--- src/rtl/vga_timing_gen_pkg.sv ---
// Shared raster timing constants for the VGA pipeline. The tile lookup
// and game logic import the same values, so there is one source of truth.
package vga_timing_gen_pkg;

    // Horizontal timing in pixels
    localparam int H_ACTIVE = 640;
    localparam int H_FP     = 16;
    localparam int H_SYNC   = 96;
    localparam int H_BP     = 48;
    localparam int H_TOTAL  = H_ACTIVE + H_FP + H_SYNC + H_BP;

    // Vertical timing in lines
    localparam int V_ACTIVE = 480;
    localparam int V_FP     = 10;
    localparam int V_SYNC   = 2;
    localparam int V_BP     = 33;
    localparam int V_TOTAL  = V_ACTIVE + V_FP + V_SYNC + V_BP;

    // Derived sync windows: low for START <= count < END
    localparam int HS_START = H_ACTIVE + H_FP;
    localparam int HS_END   = HS_START + H_SYNC;
    localparam int VS_START = V_ACTIVE + V_FP;
    localparam int VS_END   = VS_START + V_SYNC;

    // Coordinate width shared by x and y
    localparam int COORD_W = 10;

    // Sync/DE bundle carried through the delay line
    typedef struct packed {
        logic de;
        logic hs_n;
        logic vs_n;
    } sync_t;

    // Inactive level of the bundle: no data, both syncs deasserted (high)
    localparam sync_t SYNC_IDLE = '{de: 1'b0, hs_n: 1'b1, vs_n: 1'b1};

endpackage

--- src/rtl/vga_timing_gen_if.sv ---
// Raster timing bundle from the timing generator to the draw stages.
// Handshake: there is no valid/ready; the stream never stalls and every
// consumer samples all signals on every pixel clock, qualifying pixel
// data with oDE.
interface vga_timing_gen_if;
    import vga_timing_gen_pkg::*;

    logic [COORD_W-1:0] ovga_x;
    logic [COORD_W-1:0] ovga_y;
    logic               oDE;
    logic               oHSync;
    logic               oVSync;
    logic               oFrame_start;
    logic               oVBlank_start;

    modport master (
        output ovga_x, ovga_y, oDE, oHSync, oVSync, oFrame_start, oVBlank_start
    );

    modport slave (
        input  ovga_x, ovga_y, oDE, oHSync, oVSync, oFrame_start, oVBlank_start
    );

endinterface

--- src/rtl/vga_timing_gen_sync_delay_line.sv ---
// Fixed-depth shift register that aligns sync/DE with the registered RGB
// of the draw stage. Every stage resets to RESET_VAL so no partial sync
// pulse survives a reset. DEPTH = 0 is a plain wire.
module sync_delay_line #(
    parameter int               WIDTH     = 3,
    parameter int               DEPTH     = 2,
    parameter logic [WIDTH-1:0] RESET_VAL = '0
) (
    input  logic             i_clk,
    input  logic             i_rst,
    input  logic [WIDTH-1:0] i_d,
    output logic [WIDTH-1:0] o_q
);

    generate
        if (DEPTH == 0) begin : g_pass
            // Clock and reset have no load in the zero-depth build
            logic w_unused;
            assign w_unused = i_clk ^ i_rst;
            assign o_q      = i_d;
        end else begin : g_pipe
            logic [WIDTH-1:0] r_stage [DEPTH];

            // Shift one stage per pixel clock; reset clears every stage
            always_ff @(posedge i_clk) begin
                if (i_rst) begin
                    for (int i = 0; i < DEPTH; i++) begin
                        r_stage[i] <= RESET_VAL;
                    end
                end else begin
                    r_stage[0] <= i_d;
                    for (int i = 1; i < DEPTH; i++) begin
                        r_stage[i] <= r_stage[i-1];
                    end
                end
            end

            assign o_q = r_stage[DEPTH-1];
        end
    endgenerate

endmodule

--- src/rtl/vga_timing_gen.sv ---
// Raster timing generator: free-running x/y counters, sync/DE decode
// delayed to match the draw pipeline, and undelayed frame strobes.
module vga_timing_gen
    import vga_timing_gen_pkg::*;
#(
    parameter int DELAY      = 2,
    parameter int G_H_ACTIVE = H_ACTIVE,
    parameter int G_H_FP     = H_FP,
    parameter int G_H_SYNC   = H_SYNC,
    parameter int G_H_BP     = H_BP,
    parameter int G_V_ACTIVE = V_ACTIVE,
    parameter int G_V_FP     = V_FP,
    parameter int G_V_SYNC   = V_SYNC,
    parameter int G_V_BP     = V_BP
) (
    input  logic             iVGA_CLK,
    input  logic             iReset,
    vga_timing_gen_if.master vga
);

    localparam int G_H_TOTAL = G_H_ACTIVE + G_H_FP + G_H_SYNC + G_H_BP;
    localparam int G_V_TOTAL = G_V_ACTIVE + G_V_FP + G_V_SYNC + G_V_BP;

    localparam logic [COORD_W-1:0] L_H_LAST   = COORD_W'(G_H_TOTAL - 1);
    localparam logic [COORD_W-1:0] L_V_LAST   = COORD_W'(G_V_TOTAL - 1);
    localparam logic [COORD_W-1:0] L_H_ACTIVE = COORD_W'(G_H_ACTIVE);
    localparam logic [COORD_W-1:0] L_V_ACTIVE = COORD_W'(G_V_ACTIVE);
    localparam logic [COORD_W-1:0] L_HS_START = COORD_W'(G_H_ACTIVE + G_H_FP);
    localparam logic [COORD_W-1:0] L_HS_END   = COORD_W'(G_H_ACTIVE + G_H_FP + G_H_SYNC);
    localparam logic [COORD_W-1:0] L_VS_START = COORD_W'(G_V_ACTIVE + G_V_FP);
    localparam logic [COORD_W-1:0] L_VS_END   = COORD_W'(G_V_ACTIVE + G_V_FP + G_V_SYNC);

    logic [COORD_W-1:0] r_x;
    logic [COORD_W-1:0] r_y;
    logic [COORD_W-1:0] w_x_next;
    logic [COORD_W-1:0] w_y_next;
    logic               r_frame_start;
    logic               r_vblank_start;
    sync_t              w_sync;
    sync_t              w_sync_dly;

    // Next counter values: x wraps at end of line and carries into y;
    // both wrap together at the last pixel of the frame
    always_comb begin
        w_x_next = r_x + 1'b1;
        w_y_next = r_y;
        if (r_x == L_H_LAST) begin
            w_x_next = '0;
            if (r_y == L_V_LAST) begin
                w_y_next = '0;
            end else begin
                w_y_next = r_y + 1'b1;
            end
        end
    end

    // Counter registers; strobes come from the next-state values so they
    // are high in exactly the cycle the counters show the target position
    always_ff @(posedge iVGA_CLK) begin
        if (iReset) begin
            r_x            <= '0;
            r_y            <= '0;
            r_frame_start  <= 1'b0;
            r_vblank_start <= 1'b0;
        end else begin
            r_x            <= w_x_next;
            r_y            <= w_y_next;
            r_frame_start  <= (w_x_next == '0) && (w_y_next == '0);
            r_vblank_start <= (w_x_next == '0) && (w_y_next == L_V_ACTIVE);
        end
    end

    // Undelayed decode from the counter registers; vsync depends on y only
    // so its edges line up with x = 0
    always_comb begin
        w_sync      = SYNC_IDLE;
        w_sync.de   = (r_x < L_H_ACTIVE) && (r_y < L_V_ACTIVE);
        w_sync.hs_n = !((r_x >= L_HS_START) && (r_x < L_HS_END));
        w_sync.vs_n = !((r_y >= L_VS_START) && (r_y < L_VS_END));
    end

    sync_delay_line #(
        .WIDTH     ($bits(sync_t)),
        .DEPTH     (DELAY),
        .RESET_VAL (SYNC_IDLE)
    ) u_sync_delay (
        .i_clk (iVGA_CLK),
        .i_rst (iReset),
        .i_d   (w_sync),
        .o_q   (w_sync_dly)
    );

    assign vga.ovga_x        = r_x;
    assign vga.ovga_y        = r_y;
    assign vga.oDE           = w_sync_dly.de;
    assign vga.oHSync        = w_sync_dly.hs_n;
    assign vga.oVSync        = w_sync_dly.vs_n;
    assign vga.oFrame_start  = r_frame_start;
    assign vga.oVBlank_start = r_vblank_start;

endmodule

--- src/flat_wrapper.sv ---
// flat-port wrapper written by rule: the top's interface ports become plain ports
module vga_timing_gen_flat import vga_timing_gen_pkg::*;
#(
    parameter int DELAY      = 2,
    parameter int G_H_ACTIVE = H_ACTIVE,
    parameter int G_H_FP     = H_FP,
    parameter int G_H_SYNC   = H_SYNC,
    parameter int G_H_BP     = H_BP,
    parameter int G_V_ACTIVE = V_ACTIVE,
    parameter int G_V_FP     = V_FP,
    parameter int G_V_SYNC   = V_SYNC,
    parameter int G_V_BP     = V_BP
)
  (iVGA_CLK, iReset, vga_ovga_x, vga_ovga_y, vga_oDE, vga_oHSync, vga_oVSync, vga_oFrame_start, vga_oVBlank_start);
  vga_timing_gen_if vga_i ();
  input  logic iVGA_CLK;
  input  logic iReset;
  output wire logic [$bits(vga_i.ovga_x)-1:0] vga_ovga_x;
  output wire logic [$bits(vga_i.ovga_y)-1:0] vga_ovga_y;
  output wire logic [$bits(vga_i.oDE)-1:0] vga_oDE;
  output wire logic [$bits(vga_i.oHSync)-1:0] vga_oHSync;
  output wire logic [$bits(vga_i.oVSync)-1:0] vga_oVSync;
  output wire logic [$bits(vga_i.oFrame_start)-1:0] vga_oFrame_start;
  output wire logic [$bits(vga_i.oVBlank_start)-1:0] vga_oVBlank_start;
  assign vga_ovga_x = vga_i.ovga_x;
  assign vga_ovga_y = vga_i.ovga_y;
  assign vga_oDE = vga_i.oDE;
  assign vga_oHSync = vga_i.oHSync;
  assign vga_oVSync = vga_i.oVSync;
  assign vga_oFrame_start = vga_i.oFrame_start;
  assign vga_oVBlank_start = vga_i.oVBlank_start;
  vga_timing_gen #(.DELAY(DELAY), .G_H_ACTIVE(G_H_ACTIVE), .G_H_FP(G_H_FP), .G_H_SYNC(G_H_SYNC), .G_H_BP(G_H_BP), .G_V_ACTIVE(G_V_ACTIVE), .G_V_FP(G_V_FP), .G_V_SYNC(G_V_SYNC), .G_V_BP(G_V_BP)) u_core (.iVGA_CLK(iVGA_CLK), .iReset(iReset), .vga(vga_i));
endmodule
--- config.mk ---
export PLATFORM = sky130hd
export DESIGN_NAME = vga_timing_gen_flat
export DESIGN_NICKNAME = d
export VERILOG_FILES = /design/src/rtl/vga_timing_gen_pkg.sv /design/src/rtl/vga_timing_gen_if.sv /design/src/rtl/vga_timing_gen_sync_delay_line.sv /design/src/rtl/vga_timing_gen.sv /design/src/flat_wrapper.sv
export SDC_FILE = /design/constraint.sdc
export NUM_CORES = 1
export LEC_CHECK = 0
export CORE_ASPECT_RATIO = 0.9
export CORE_MARGIN = 10
export CORE_UTILIZATION = 30
export DETAILED_ROUTE_END_ITERATION = 8
export HOLD_SLACK_MARGIN = 0.08
export MAX_ROUTING_LAYER = met4
export PLACE_DENSITY = 0.62
export SLEW_MARGIN = 5
export SYNTH_ARGS = -nofsm -noshare
export SYNTH_HDL_FRONTEND = slang
export SYNTH_SLANG_ARGS = --single-unit
--- constraint.sdc ---
create_clock -name iVGA_CLK -period 5.3 [get_ports iVGA_CLK]
set_clock_uncertainty 0.2 [all_clocks]
set_input_delay 0.53 -clock iVGA_CLK [delete_from_list [all_inputs] [get_ports iVGA_CLK]]
set_output_delay 0.53 -clock iVGA_CLK [all_outputs]
set_load 0.01 [all_outputs]
== After elaboration in Yosys (flattened, before gate mapping) ==
Memories as Yosys holds them, arrays and structs flattened.
Cells that the tools add are included.

* Add/subtract/negate cells: 2
* Multiply operators: 0
* Divide/modulo/power cells: 0
* $lt $le $gt $ge: 6
* Equal/unequal tests: 3
* Shifts and indexed selects: 0
* Muxes and demuxes: 8
* Bitwise gates (word level): 2
* Reduce and logical (&&, ||, !) cells: 9

{| class="wikitable"
|+ Operators by type and width
! operator !! count
|-
| 10-bit two-way mux || 3
|-
| 10-bit by 1-bit adder with 10-bit output (second input constant) || 2
|-
| 10-bit == test (second input constant) || 2
|-
| 10-bit logical NOT || 2
|-
| 10-bit < comparator (second input constant) || 2
|-
| 10-bit by 9-bit < comparator with 1-bit output (second input constant) || 2
|-
| 10-bit by 9-bit == test with 1-bit output (second input constant) || 1
|-
| 10-bit greater-or-equal comparator (second input constant) || 1
|-
| 10-bit by 9-bit greater-or-equal comparator with 1-bit output (second input constant) || 1
|-
| 3-bit two-way mux || 2
|-
| 1-bit logical AND || 5
|-
| 1-bit two-way mux || 3
|-
| 1-bit logical NOT || 2
|-
| 1-bit bitwise OR || 2
|}

* Flip-flop bits (word level): 22
* Bits in latches: 0
* Memory bits (writable): 6
* Memory bits (read-only): 0
* Input port bits: 2
* Output and inout port bits: 25
* Logic and storage cells: 35
* Memories: 1

{| class="wikitable"
|+ Memory list
! memory !! words !! bits a word !! rd ports !! clocked after memory_dff !! write ports !! line !! source
|-
| u_core.u_sync_delay.g_pipe.r_stage || 2 || 3 || 2 || 0 || 2 || vga_timing_gen_sync_delay_line.sv:22 || <nowiki>logic [WIDTH-1:0] r_stage [DEPTH];</nowiki>
|}

== Depth between registers and ports, before layout ==
Gate-level depths: netlist of the first run.

* Depth in word-level cells: 5
* Gate-level depth with buffers: 8

== Hierarchy ==
From an unflattened synthesis of the first run, not the netlist that was laid out.

* Cell total of the unflattened synthesis: 189
* Area, all modules: 1644.1 um2

{| class="wikitable"
|+ Modules (own cells, without submodules)
! module !! instances !! cells an instance !! area an instance (um2) !! sequential area each (um2)
|-
| vga_timing_gen || 1 || 174 || 1463.9 || 440.4
|-
| sync_delay_line || 1 || 15 || 180.2 || 120.1
|}

== Least setup slack after synthesis of the first run ==
OpenSTA, ideal clock, no wires.

* Path type: reg-to-reg
* From: reg u_core.r_x[0] (netlist: u_core.vga.ovga_x[0])
* To: reg u_core.r_frame_start (netlist: u_core.vga.oFrame_start)
* Library setup time: 88 ps
* Arrival time: 1912 ps
* Data required time: 5012 ps
* Setup slack: 3100 ps
* Stages on the path, launching flop included: 8
* Clock period less this slack: 2200 ps
* Cells stage by stage: dfxtp_1 -> ha_1 -> nand3_2 -> nor4_4 -> nand3_1 -> xor2_1 -> nand3_1 -> nor4_2

* Longest elaborated chain between the ends: 4

{| class="wikitable"
|+ RTL lines
! item !! line !! source
|-
| from (decl) || vga_timing_gen.sv:33 || <nowiki>logic [COORD_W-1:0] r_x;</nowiki>
|-
| from (signal assigned) || vga_timing_gen.sv:66 || <nowiki>r_x <= w_x_next;</nowiki>
|-
| 10-bit by 1-bit adder with 10-bit output / 10-bit == test (equally long branches) || vga_timing_gen.sv:45, vga_timing_gen.sv:47 ||
|-
| 10-bit two-way mux || vga_timing_gen.sv:47 || <nowiki>if (r_x == L_H_LAST) begin</nowiki>
|-
| 10-bit logical NOT || vga_timing_gen.sv:68 || <nowiki>r_frame_start <= (w_x_next == '0) && (w_y_next == '0);</nowiki>
|-
| 1-bit logical AND * || vga_timing_gen.sv:68 ||
|-
| to (signal assigned) || vga_timing_gen.sv:68 ||
|-
| to (decl) || vga_timing_gen.sv:37 || <nowiki>logic r_frame_start;</nowiki>
|}

Mark *: on every way between the ends. The rest lies on a longest branch, timed or not.
A chain may end at the register's enable or synchronous reset.

== Final worst setup path of the first run ==
Ends and elaborated chain as after synthesis.

==> summary.txt, run 1 <==
Global routing
  • First-pass GRT wire length: 5650 µm
  • Met2 Track Usage GR: 0.123
  • Initial antenna violation count: 0
  • Overflow after GRT: 0
  • GR Layer Usage met3: 0.0155
  • Met1 Use GR: 0.119
  • Grt peak-use layer: met2
  • Largest net degree at the start of global routing: 28
  • All-layer global routing usage: 0.0858
  • Vias in the first global route: 1178

Drt
  • Drt drc: 0
  • Routed vias: between 1000 and 1500
  • WL/cell: 13.9 µm
  • Drt initial violations: 151
  • Final WL: 3470 µm
  • First-pass iteration count of the detailed router: 4
  • Avg Vias per Cell: 5.07
  • ANT nets after route: 0

Synthesis
  • Register area share after synthesis: 0.372
  • Synth Net Count: 171
  • Syn. warnings: 0
  • Top post-synthesis cells by area: dfxtp_1 (37%), nor2_1 (5.5%), xor2_1 (5.2%)
  • Post-synth top flop: dfxtp_1
  • Synth Register Bits: 28
  • Synth Cell Area: 1510 µm²
  • Top cell type's share of synthesized area: 0.372
  • Fraction of registers with async set/reset: 0
  • Synth Area per Inst: just over 9 µm²
  • Post-synth EDFFs: 0
  • Synth cell types: 51
  • Syn Inst Count: between 150 and 200
  • Synth area leader: dfxtp_1

Clock tree
  • # resized after CTS: 0
  • Post-CTS setup buffer count: 0
  • Clk sinks: 28
  • CTS Root Cell: clkbuf_8
  • H-tree depth: 1
  • Clock-pin slew on the worst setup and hold paths: roughly 0.090 ns
  • Clock Latency Late Sink: approximately 0.26 ns
  • Clk buf depth: 2
  • CTS Buf Count: 3
  • CTS tree: yes
  • Hold-fix buffers, CTS: 0

Floorplan
  • Die area: 8270 µm²
  • Initial Util: 0.310
  • Chip width: 94.7 µm
  • Row count: 24
  • Area of the core: 4860 µm²
  • Ports: 27
  • Die height: 87.3 µm

STA
  • Fin crit period: 2.47 ns
  • FMAX: 405 MHz
  • Setup TNS: 0 ns
  • Hold slack: 0.219 ns
  • Fin crit share: 0.465
  • Max-slew violations: 0
  • Worst Max-Slew Pin Slew: 0.943 ns
  • Final Hold Viols: 0
  • Rel. slew slack: 0.369
  • Final setup viols: 0
  • RSZ-0062 raised after global routing: false

Placed design
  • Port Buf Inserts: 26
  • Post-DP HPWL: 2600 µm
  • Placed Area: 1810 µm²
  • RD Place Congestion: 0.821

Power and ir drop
  • P per Cell Area: 190 nW/µm²
  • LEAKAGE: roughly 0.00064 µW
  • Worst VDD drop: about 0.087 mV

Cells and area
  • Core Util, Final: 0.380
  • Layout cells sized above 1: 0.103
  • Layout area overhead: 22.6%
  • ANT cells: 0
  • Nets: around 190
  • Cell area after layout: 1850 µm²

Run status
  • Status: completed

Setup path
  • Crit-path max FO: 8
  • CP Data Arrival Time: 2.45 ns
  • Critical path required time: 5.29 ns
  • Crit end category: register
  • Setup crit start kind: register
  • Crit path kind: register to register

Job
  • MaxCap Viol Count: 0

Min path
  • Min-Delay Path Class: register to register
==> area by class of cell <==
class,count,area [µm²]
clock buffer,3,41.3
fill,518,3020
inverter,5,18.8
multi-input combinational,123,886
sequential,28,561
tap,65,81.3
timing repair buffer,26,260
==> per-stage QoR <==
stage	total power [µW]	setup slack, ns	std cells
finish	351	2.83	250
floorplan	235	3.10	165
global placement	245	2.74	247
CTS	357	2.82	250
global route	366	2.59	250
detailed placement	245	2.71	247
==> placed cells by master (no fill, tap or decap), types with 3 or more instances in the layout <==
master           count
xnor2_1              4
and3_1               5
xor2_1               9
ha_1                 4
nor2b_1              3
clkbuf_8             3
nor3_1               8
inv_1                5
nand3_1              8
nand4_1              6
nor2_1              22
clkdlybuf4s50_1     26
nand2_1             11
dfxtp_1             28
==> worst paths after layout <==
check / endpoint / depth (start not counted) / from / slack [ns]
max reg2reg: u_core.vga.oFrame_start$_SDFF_PP0_ / 7 / u_core.vga.ovga_x[0]$_SDFF_PP0_ / 2.83
min reg2reg: u_core.u_sync_delay.g_pipe.r_stage[0][3]$_SDFF_PP1_ / 1 / u_core.u_sync_delay.g_pipe.r_stage[0][0]$_SDFF_PP1_ / 0.22
min: u_core.u_sync_delay.g_pipe.r_stage[0][3]$_SDFF_PP1_ / 1 / u_core.u_sync_delay.g_pipe.r_stage[0][0]$_SDFF_PP1_ / 0.22
max: u_core.vga.oFrame_start$_SDFF_PP0_ / 7 / u_core.vga.ovga_x[0]$_SDFF_PP0_ / 2.83
==> metal layers <==
layer | share of wire | up-vias | routed length (µm)
met5 | 0 | - | 0
li1 | - | 634 | -
met3 | 0.063 | 2 | 220
met1 | 0.51 | 600 | 1780
met2 | 0.41 | 31 | 1440
met4 | 0.0098 | 0 | 34
==> synth_stat cells (2+ instances only) <==
| cell | number |
|---|---|
| a21oi_1 | 2 |
| a32oi_1 | 2 |
| and3_1 | 5 |
| buf_2 | 7 |
| dfxtp_1 | 28 |
| ha_1 | 4 |
| inv_1 | 5 |
| nand2_1 | 11 |
| nand3_1 | 8 |
| nand3_2 | 2 |
| nand4_1 | 6 |
| nor2_1 | 22 |
| nor2b_1 | 3 |
| nor3_1 | 8 |
| nor4_2 | 2 |
| o21ai_0 | 2 |
| o31ai_1 | 2 |
| or2_2 | 2 |
| xnor2_1 | 4 |
| xor2_1 | 9 |
==> critical path, stage by stage (launching register included) <==
cell and delay [ns]:
dfxtp_1 0.45, ha_1 0.28, nand3_2 0.18, nor4_4 0.48
nand3_1 0.15, xor2_1 0.30, nand3_1 0.13, nor4_2 0.21
==> registers in the layout, indices dropped and copies added, names as in the netlist <==
name                                cells
u_core.vga.oFrame_start                 1
u_core.vga.ovga_x                      10
u_core.vga.oVBlank_start                1
u_core.vga.ovga_y                      10
u_core.u_sync_delay.g_pipe.r_stage      6
==> kinds of logic (layout without fill, tap and decap cells) <==
kind of cell / after synthesis / in the layout / synth area share
flip-flops: 28 / 28 / 0.372
buffers and inverters: 14 / 34 / 0.0407
AO/OA/AOI/OAI: 20 / 20 / 0.112
multiplexers: 2 / 2 / 0.0141
XOR/XNOR: 13 / 13 / 0.0755
AND/OR/NAND/NOR: 84 / 84 / 0.353
adder cells (fa/ha/maj): 4 / 4 / 0.0332
==> power by group <==
group	switching, µW	total (µW)	internal, µW
clock	60.2	111	50.9
combinational	9.65	20.0	10.4
sequential	6.00	220	214
Note: power is estimated with default switching activity, not from simulation.
==> inputs of run 2 (changes only) <==
- clock period: 5.3 -> 2.5 ns (I/O delays scaled with it)
==> run 2 against run 1 <==
Compared with the run above: cell count rose by 4.4%; utilization increased by 2.3 points; worst setup slack worse by 2.6 ns; first-iteration DRC count down 11%; hold slack worse by 0.0022 ns; sequential cell count unchanged; fmax up 7.7%; via count is 2.1% higher; register-to-register slack lost 2.6 ns; total power increased by 150%; count of clock-buffer cells in the layout did not move; sequential power up 110%; critical path type unchanged; critical endpoint unchanged.
==> summary.txt, run 2 (synthesized netlist as in run 1, its figures left out) <==
Clock tree
  • # resized after CTS: 0 (unchanged)
  • H-tree depth: 1 (unchanged)
  • Clk buf depth: 2 (unchanged)
  • Clock-pin slew on the worst setup and hold paths: 0.10 ns (about the same)
  • CTS tree: yes
  • CTS Buf Count: 3 (unchanged)
  • Clock Latency Late Sink: 0.28 ns (+0.02 ns)
  • CTS Root Cell: clkbuf_8
  • Hold-fix buffers, CTS: 0 (unchanged)
  • Post-CTS setup buffer count: 0 (unchanged)
  • Clk sinks: 28 (unchanged)

Cells and area
  • Layout cells sized above 1: 0.158 (+0.0555)
  • Cell area after layout: 1960 µm² (+6.0%)
  • Nets: 203 (+5.2%)
  • ANT cells: 0 (unchanged)
  • Layout area overhead: 29.9%
  • Most frequent cells in the layout: dfxtp_1 (28), clkdlybuf4s50_1 (26), nor2_1 (22), nand2_1 (11), buf_4 (10)
  • Fillcell total: 510 (-1.5%)
  • Register Area: 561 µm² (unchanged)
  • Most common cell after layout, fill and taps aside: dfxtp_1
  • Footprint of the multi-input gates: 891 µm² (+0.56%)

Floorplan
  • Ports: 27 (unchanged)
  • Area of the core: 4860 µm² (unchanged)
  • Die height: 87.3 µm (unchanged)
  • Initial Util: 0.310 (unchanged)
  • Chip width: 94.7 µm (unchanged)
  • Row count: 24 (unchanged)
  • Die area: 8270 µm² (unchanged)

Drt
  • Drt drc: 0 (unchanged)
  • Avg Vias per Cell: 4.95 (-2.2%)
  • Drt initial violations: 135 (-11%)
  • WL/cell: 13.6 µm (-1.9%)
  • Final WL: 3550 µm (+2.4%)
  • First-pass iteration count of the detailed router: 6 (+2)
  • Routed vias: 1293 (+2.1%)
  • ANT nets after route: 0 (unchanged)

Placed design
  • Port Buf Inserts: 26 (unchanged)
  • RD Place Congestion: 0.898 (+9.5%)
  • Placed Area: 1880 µm² (+4.2%)
  • Post-DP HPWL: 2710 µm (+4.3%)

STA
  • RSZ-0062 raised after global routing: false
  • FMAX: 436 MHz (+7.7%)
  • Final Hold Viols: 0 (unchanged)
  • Fin crit period: 2.29 ns (-0.176 ns)
  • Rel. slew slack: 0.685 (+0.316)
  • Final setup viols: 0 (unchanged)
  • Max-slew violations: 0 (unchanged)
  • Fin crit share: 0.916 (+0.451)
  • Setup TNS: 0 ns (unchanged)
  • Worst Max-Slew Pin Slew: 0.469 ns (-0.474 ns)

Min path
  • Min-Delay Path Class: register to register
  • Hold path start: u_core.u_sync_delay.g_pipe.r_stage[0][1]$_SDFF_PP1_

Power and ir drop
  • Sw Pwr: 183 µW (+140%)
  • Clk pwr share: 0.415 (+0.099)
  • P per Cell Area: 448 nW/µm² (+140%)
  • Sw Ratio: 0.208 (-0.00768)
  • Int Pwr: 694 µW (+150%)
  • Combinational share of power: 0.058 (about the same)
  • Worst VDD drop: 0.195 mV (+120%)
  • Sequential share of power: 0.527 (-0.099)
  • LEAKAGE: 0.000706 µW (+11%)

Run status
  • Status: completed

Setup path
  • Critical path required time: 2.50 ns (-2.79 ns)
  • Crit-path max FO: 8 (unchanged)
  • Setup crit start kind: register
  • CP startpoint: u_core.vga.ovga_x[0]$_SDFF_PP0_
  • Largest stage delay, worst path: 0.47 ns (about the same)
  • R2r setup slk: 0.21 ns (-2.62 ns)
  • Critical Path Most Common Cell: nand3_1
  • Crit end category: register
  • Crit path kind: register to register
  • Crit path cell chain: ha_1 > nand3_2 > nor4_4 > nand3_1 > xor2_1 > nand3_1 > nor4_2
  • Worst path slowest cell: nor4_4
  • Reg2reg start: u_core.vga.ovga_x[0]$_SDFF_PP0_
  • CP Data Arrival Time: 2.29 ns (-0.16 ns)

Global routing
  • All-layer global routing usage: 0.0900 (+0.00416)
  • Largest net degree at the start of global routing: 27 (-3.6%)
  • Initial antenna violation count: 0 (unchanged)
  • First-pass GRT wire length: 5860 µm (+3.7%)
  • Overflow after GRT: 0 (unchanged)
  • Vias in the first global route: 1133 (-3.8%)

Job
  • MaxCap Viol Count: 0 (unchanged)
==> run 2: cell types whose count changed in the layout (fill, tap and decap cells not counted) <==
cell / change
bufinv_16: +1
nor3b_2: +1
buf_4: +10
nor3b_1: -1
==> run 2: cell type report <==
cell class | instances | area share
Clock buffer | 3 | 0.0211
Clock inverter | 1 | 0.0153
Inverter | 5 | 0.00958
Multi-Input combinational cell | 123 | 0.455
Sequential cell | 28 | 0.286
Tap cell | 65 | 0.0415
Timing Repair Buffer | 36 | 0.171
==> run 2: worst paths after layout <==
| kind | end | cells past startpoint |
|---|---|---|
| setup / recovery | u_core.vga.oFrame_start$_SDFF_PP0_ | 7 |
| hold / removal | u_core.u_sync_delay.g_pipe.r_stage[0][4]$_SDFF_PP1_ | 1 |
| setup reg to reg | u_core.vga.oFrame_start$_SDFF_PP0_ | 7 |
| hold reg to reg | u_core.u_sync_delay.g_pipe.r_stage[0][4]$_SDFF_PP1_ | 1 |
==> run 2: per-stage QoR <==
stage	hold WS, ns	power, µW	utilization	setup WS, ns	std cells
finish	0.217	877	0.403	0.209	261
global route	0.237	904	0.403	0.0278	261
CTS	0.217	888	0.401	0.157	261
detailed placement	0.193	524	0.387	0.184	257
global placement	0.194	524	0.387	0.218	257
floorplan	0.189	498	-	0.300	165
==> run 2: power groups by stage <==
stage,logic [µW],clock network (µW),registers [µW]
4_1_cts,52.2,374,462
3_5_place_dp,51.8,0,472
3_3_place_gp,52.0,0,472
2_1_floorplan,22.1,0,476
5_1_grt,57.1,383,464
6_report,51.1,364,462
==> run 2: critical path, delay by kind of cell, from the launching register on <==
family / cells / cell delay, ns
DFF: 1 / 0.35
and+or+nand+nor: 5 / 1.16
xor gates and xnor gates: 1 / 0.27
adders and majority gates: 1 / 0.24
==> run 2: metal layers <==
layer,share of wire,wire [µm],up-vias,track usage
li1,-,-,655,-
met1,0.49,1760,585,0.128
met2,0.42,1500,45,0.124
met3,0.072,257,8,0.0181
met4,0.0096,34,0,0.0245
met5,0,0,-,-
==> inputs of run 3 (changes only) <==
- CORE_MARGIN: 10 -> unset
- PLACE_DENSITY: 0.62 -> 0.64
- clock period: 2.5 -> 2.1 ns (I/O delays scaled with it)
==> run 3 against run 2 <==
Compared with the run above: the flow now finishes with violations (negative setup slack); routed wire length is 12% higher; critical path depth is 1 higher; first-iteration DRC count shrank 47%; utilization grew 6.7 points; cell count grew 10%; final area is 16% higher; global-route usage rose by 7.0 points; non-clock buffer count grew 27; largest cell class unchanged; highest routed layer unchanged.
==> summary.txt, run 3 (synthesized netlist as in run 1, its figures left out) <==
Drt
  • Final WL: 3970 µm (+12%)
  • Drt initial violations: 72 (-47%)
  • First-pass iteration count of the detailed router: 4 (-2)
  • Avg Vias per Cell: 4.91 (-0.96%)
  • Drt drc: 0 (unchanged)
  • WL/cell: 13.8 µm (+1.2%)
  • Routed vias: 1413 (+9.3%)
  • ANT nets after route: 0 (unchanged)

Placed design
  • Post-DP HPWL: 2800 µm (+3.3%)
  • Port Buf Inserts: 26 (unchanged)
  • Placed Area: 2070 µm² (+9.8%)
  • Post-Place Cells: 279 (+8.6%)
  • RD Place Congestion: 0.902 (+0.47%)

Setup path
  • Crit path kind: register to register
  • Setup crit start kind: register
  • Crit-path max FO: 4 (-4)
  • Critical path required time: 2.10 ns (-0.40 ns)
  • Crit end category: register
  • CP Data Arrival Time: 2.11 ns (-0.18 ns)

Power and ir drop
  • Overall power: 1070 µW (+22%)
  • Sw Pwr: 227 µW (+24%)
  • P per Cell Area: 469 nW/µm² (+4.8%)
  • Worst VDD drop: 0.219 mV (+12%)
  • Clk pwr share: 0.410 (-0.005)
  • Combinational share of power: 0.075 (+0.017)
  • LEAKAGE: 0.000858 µW (+22%)
  • Sw Ratio: 0.213 (+0.00444)
  • Sequential share of power: 0.515 (-0.012)
  • Int Pwr: 839 µW (+21%)

STA
  • Fin crit period: 2.11 ns (-0.182 ns)
  • Final setup viols: 1 (+1)
  • Rel. slew slack: 0.772 (+0.0873)
  • Final Hold Viols: 0 (unchanged)
  • FMAX: 474 MHz (+8.6%)
  • Max-slew violations: 0 (unchanged)
  • RSZ-0062 raised after global routing: true
  • Fin crit share: 1.00 (+0.0880)
  • Hold slack: 0.221 ns (+0.00404 ns)
  • Worst Max-Slew Pin Slew: 0.338 ns (-0.130 ns)
  • PnR worst setup slack: -0.00928 ns (-0.218 ns)

Clock tree
  • Clock Latency Late Sink: 0.28 ns (about the same)
  • CTS tree: yes
  • Clock-pin slew on the worst setup and hold paths: 0.10 ns (about the same)
  • H-tree depth: 1 (unchanged)
  • Hold-fix buffers, CTS: 0 (unchanged)
  • Clk sinks: 28 (unchanged)
  • CTS Buf Count: 3 (unchanged)
  • CTS Root Cell: clkbuf_8
  • Clk buf depth: 2 (unchanged)

Floorplan
  • Row count: 24 (unchanged)
  • Initial Util: 0.312 (+0.00193)
  • Area of the core: 4830 µm² (-0.62%)
  • Die area: 5310 µm² (-36%)
  • Die height: 69.3 µm (-21%)
  • Ports: 27 (unchanged)
  • Chip width: 76.7 µm (-19%)

Cells and area
  • ANT cells: 0 (unchanged)
  • Layout cells sized above 1: 0.350 (+0.192)
  • Core Util, Final: 0.470 (+0.0672)
  • Cell Count, Final, Fillers Out: 288 (+10%)
  • Most common cell after layout, fill and taps aside: buf_4
  • Nets: 230 (+13%)
  • Most frequent cells in the layout: buf_4 (36), clkdlybuf4s50_1 (26), nor2_1 (22), dfxtp_1 (18), nand2_1 (11)
  • Cell area after layout: 2270 µm² (+16%)
  • Fillcell total: 461 (-9.6%)
  • Layout area overhead: 50.6%

Run status
  • Failing checks: negative setup slack
  • Status: complete, but fails checks

Job
  • MaxCap Viol Count: 0 (unchanged)

Global routing
  • All-layer global routing usage: 0.160 (+0.0699)
  • First-pass GRT wire length: 6510 µm (+11%)
  • Initial antenna violation count: 0 (unchanged)
  • Largest net degree at the start of global routing: 27 (unchanged)
  • Overflow after GRT: 0 (unchanged)
  • Vias in the first global route: 1348 (+19%)

Min path
  • Min-Delay Path Class: register to register
run 3: cell count changes in the layout (fill, tap and decap cells not counted), moves of 2 or more:
cell     delta
buf_4      +26
xor2_1      -2
dfxtp_2     +8
ha_1        -2
xor2_2      +2
dfxtp_4     +2
dfxtp_1    -10
run 3: what timing repair did:
item                       in CTS  in global routing
setup endpoints to repair       2                  2
buffers inserted                3                  2
gates resized for setup        17                  6
pin swaps                       2                  4
run 3: cell type report:
class / instances / area (µm²) / share of cell area
sequential: 28 / 578 / 0.255
multi-input combinational: 123 / 980 / 0.431
clock buffer: 3 / 41.3 / 0.0182
clock inverter: 1 / 30.0 / 0.0132
tap: 65 / 81.3 / 0.0358
inverter: 5 / 18.8 / 0.00826
timing repair buffer: 63 / 542 / 0.239
run 3: metal layers:
metal / track usage / vias to the layer above / wire length, µm
met5: - / - / 0
met4: 0.0513 / 0 / 51
met3: 0.0289 / 4 / 147
met2: 0.253 / 34 / 1860
met1: 0.206 / 669 / 1910
li1: - / 706 / -
run 3: worst paths after layout:
kind,start,endpoint,slack [ns],cells past startpoint
min reg2reg,u_core.u_sync_delay.g_pipe.r_stage[0][0]$_SDFF_PP1_,u_core.u_sync_delay.g_pipe.r_stage[0][3]$_SDFF_PP1_,0.22,1
max reg2reg,u_core.vga.ovga_y[0]$_SDFF_PP0_,u_core.vga.oFrame_start$_SDFF_PP0_,-0.009,8
min,u_core.u_sync_delay.g_pipe.r_stage[0][0]$_SDFF_PP1_,u_core.u_sync_delay.g_pipe.r_stage[0][3]$_SDFF_PP1_,0.22,1
max,u_core.vga.ovga_y[0]$_SDFF_PP0_,u_core.vga.oFrame_start$_SDFF_PP0_,-0.009,8
run 3: through the flow:
step                setup WS (ns)  TNS [ns]
floorplan                  0.0137         0
global placement          -0.0391   -0.0391
detailed placement        -0.0508   -0.0508
CTS                      0.000282         0
global route              -0.0596   -0.0957
finish                   -0.00928  -0.00928
run 3: power groups by stage:
stage | Clock, µW | Combinational (µW) | Sequential [µW]
finish | 437 | 79.4 | 549
global route | 465 | 88.7 | 551
CTS | 448 | 80.5 | 550
detailed placement | 0 | 78.6 | 561
global placement | 0 | 77.2 | 561
floorplan | 0 | 26.5 | 568
run 3: worst max-delay path: stages (launching register included):
cell     delay, ns
dfxtp_2       0.35
inv_1         0.07
ha_1          0.15
nor3b_4       0.24
a41oi_2       0.17
o31ai_4       0.22
nand4_1       0.13
or3_1         0.38
nor4_2        0.13
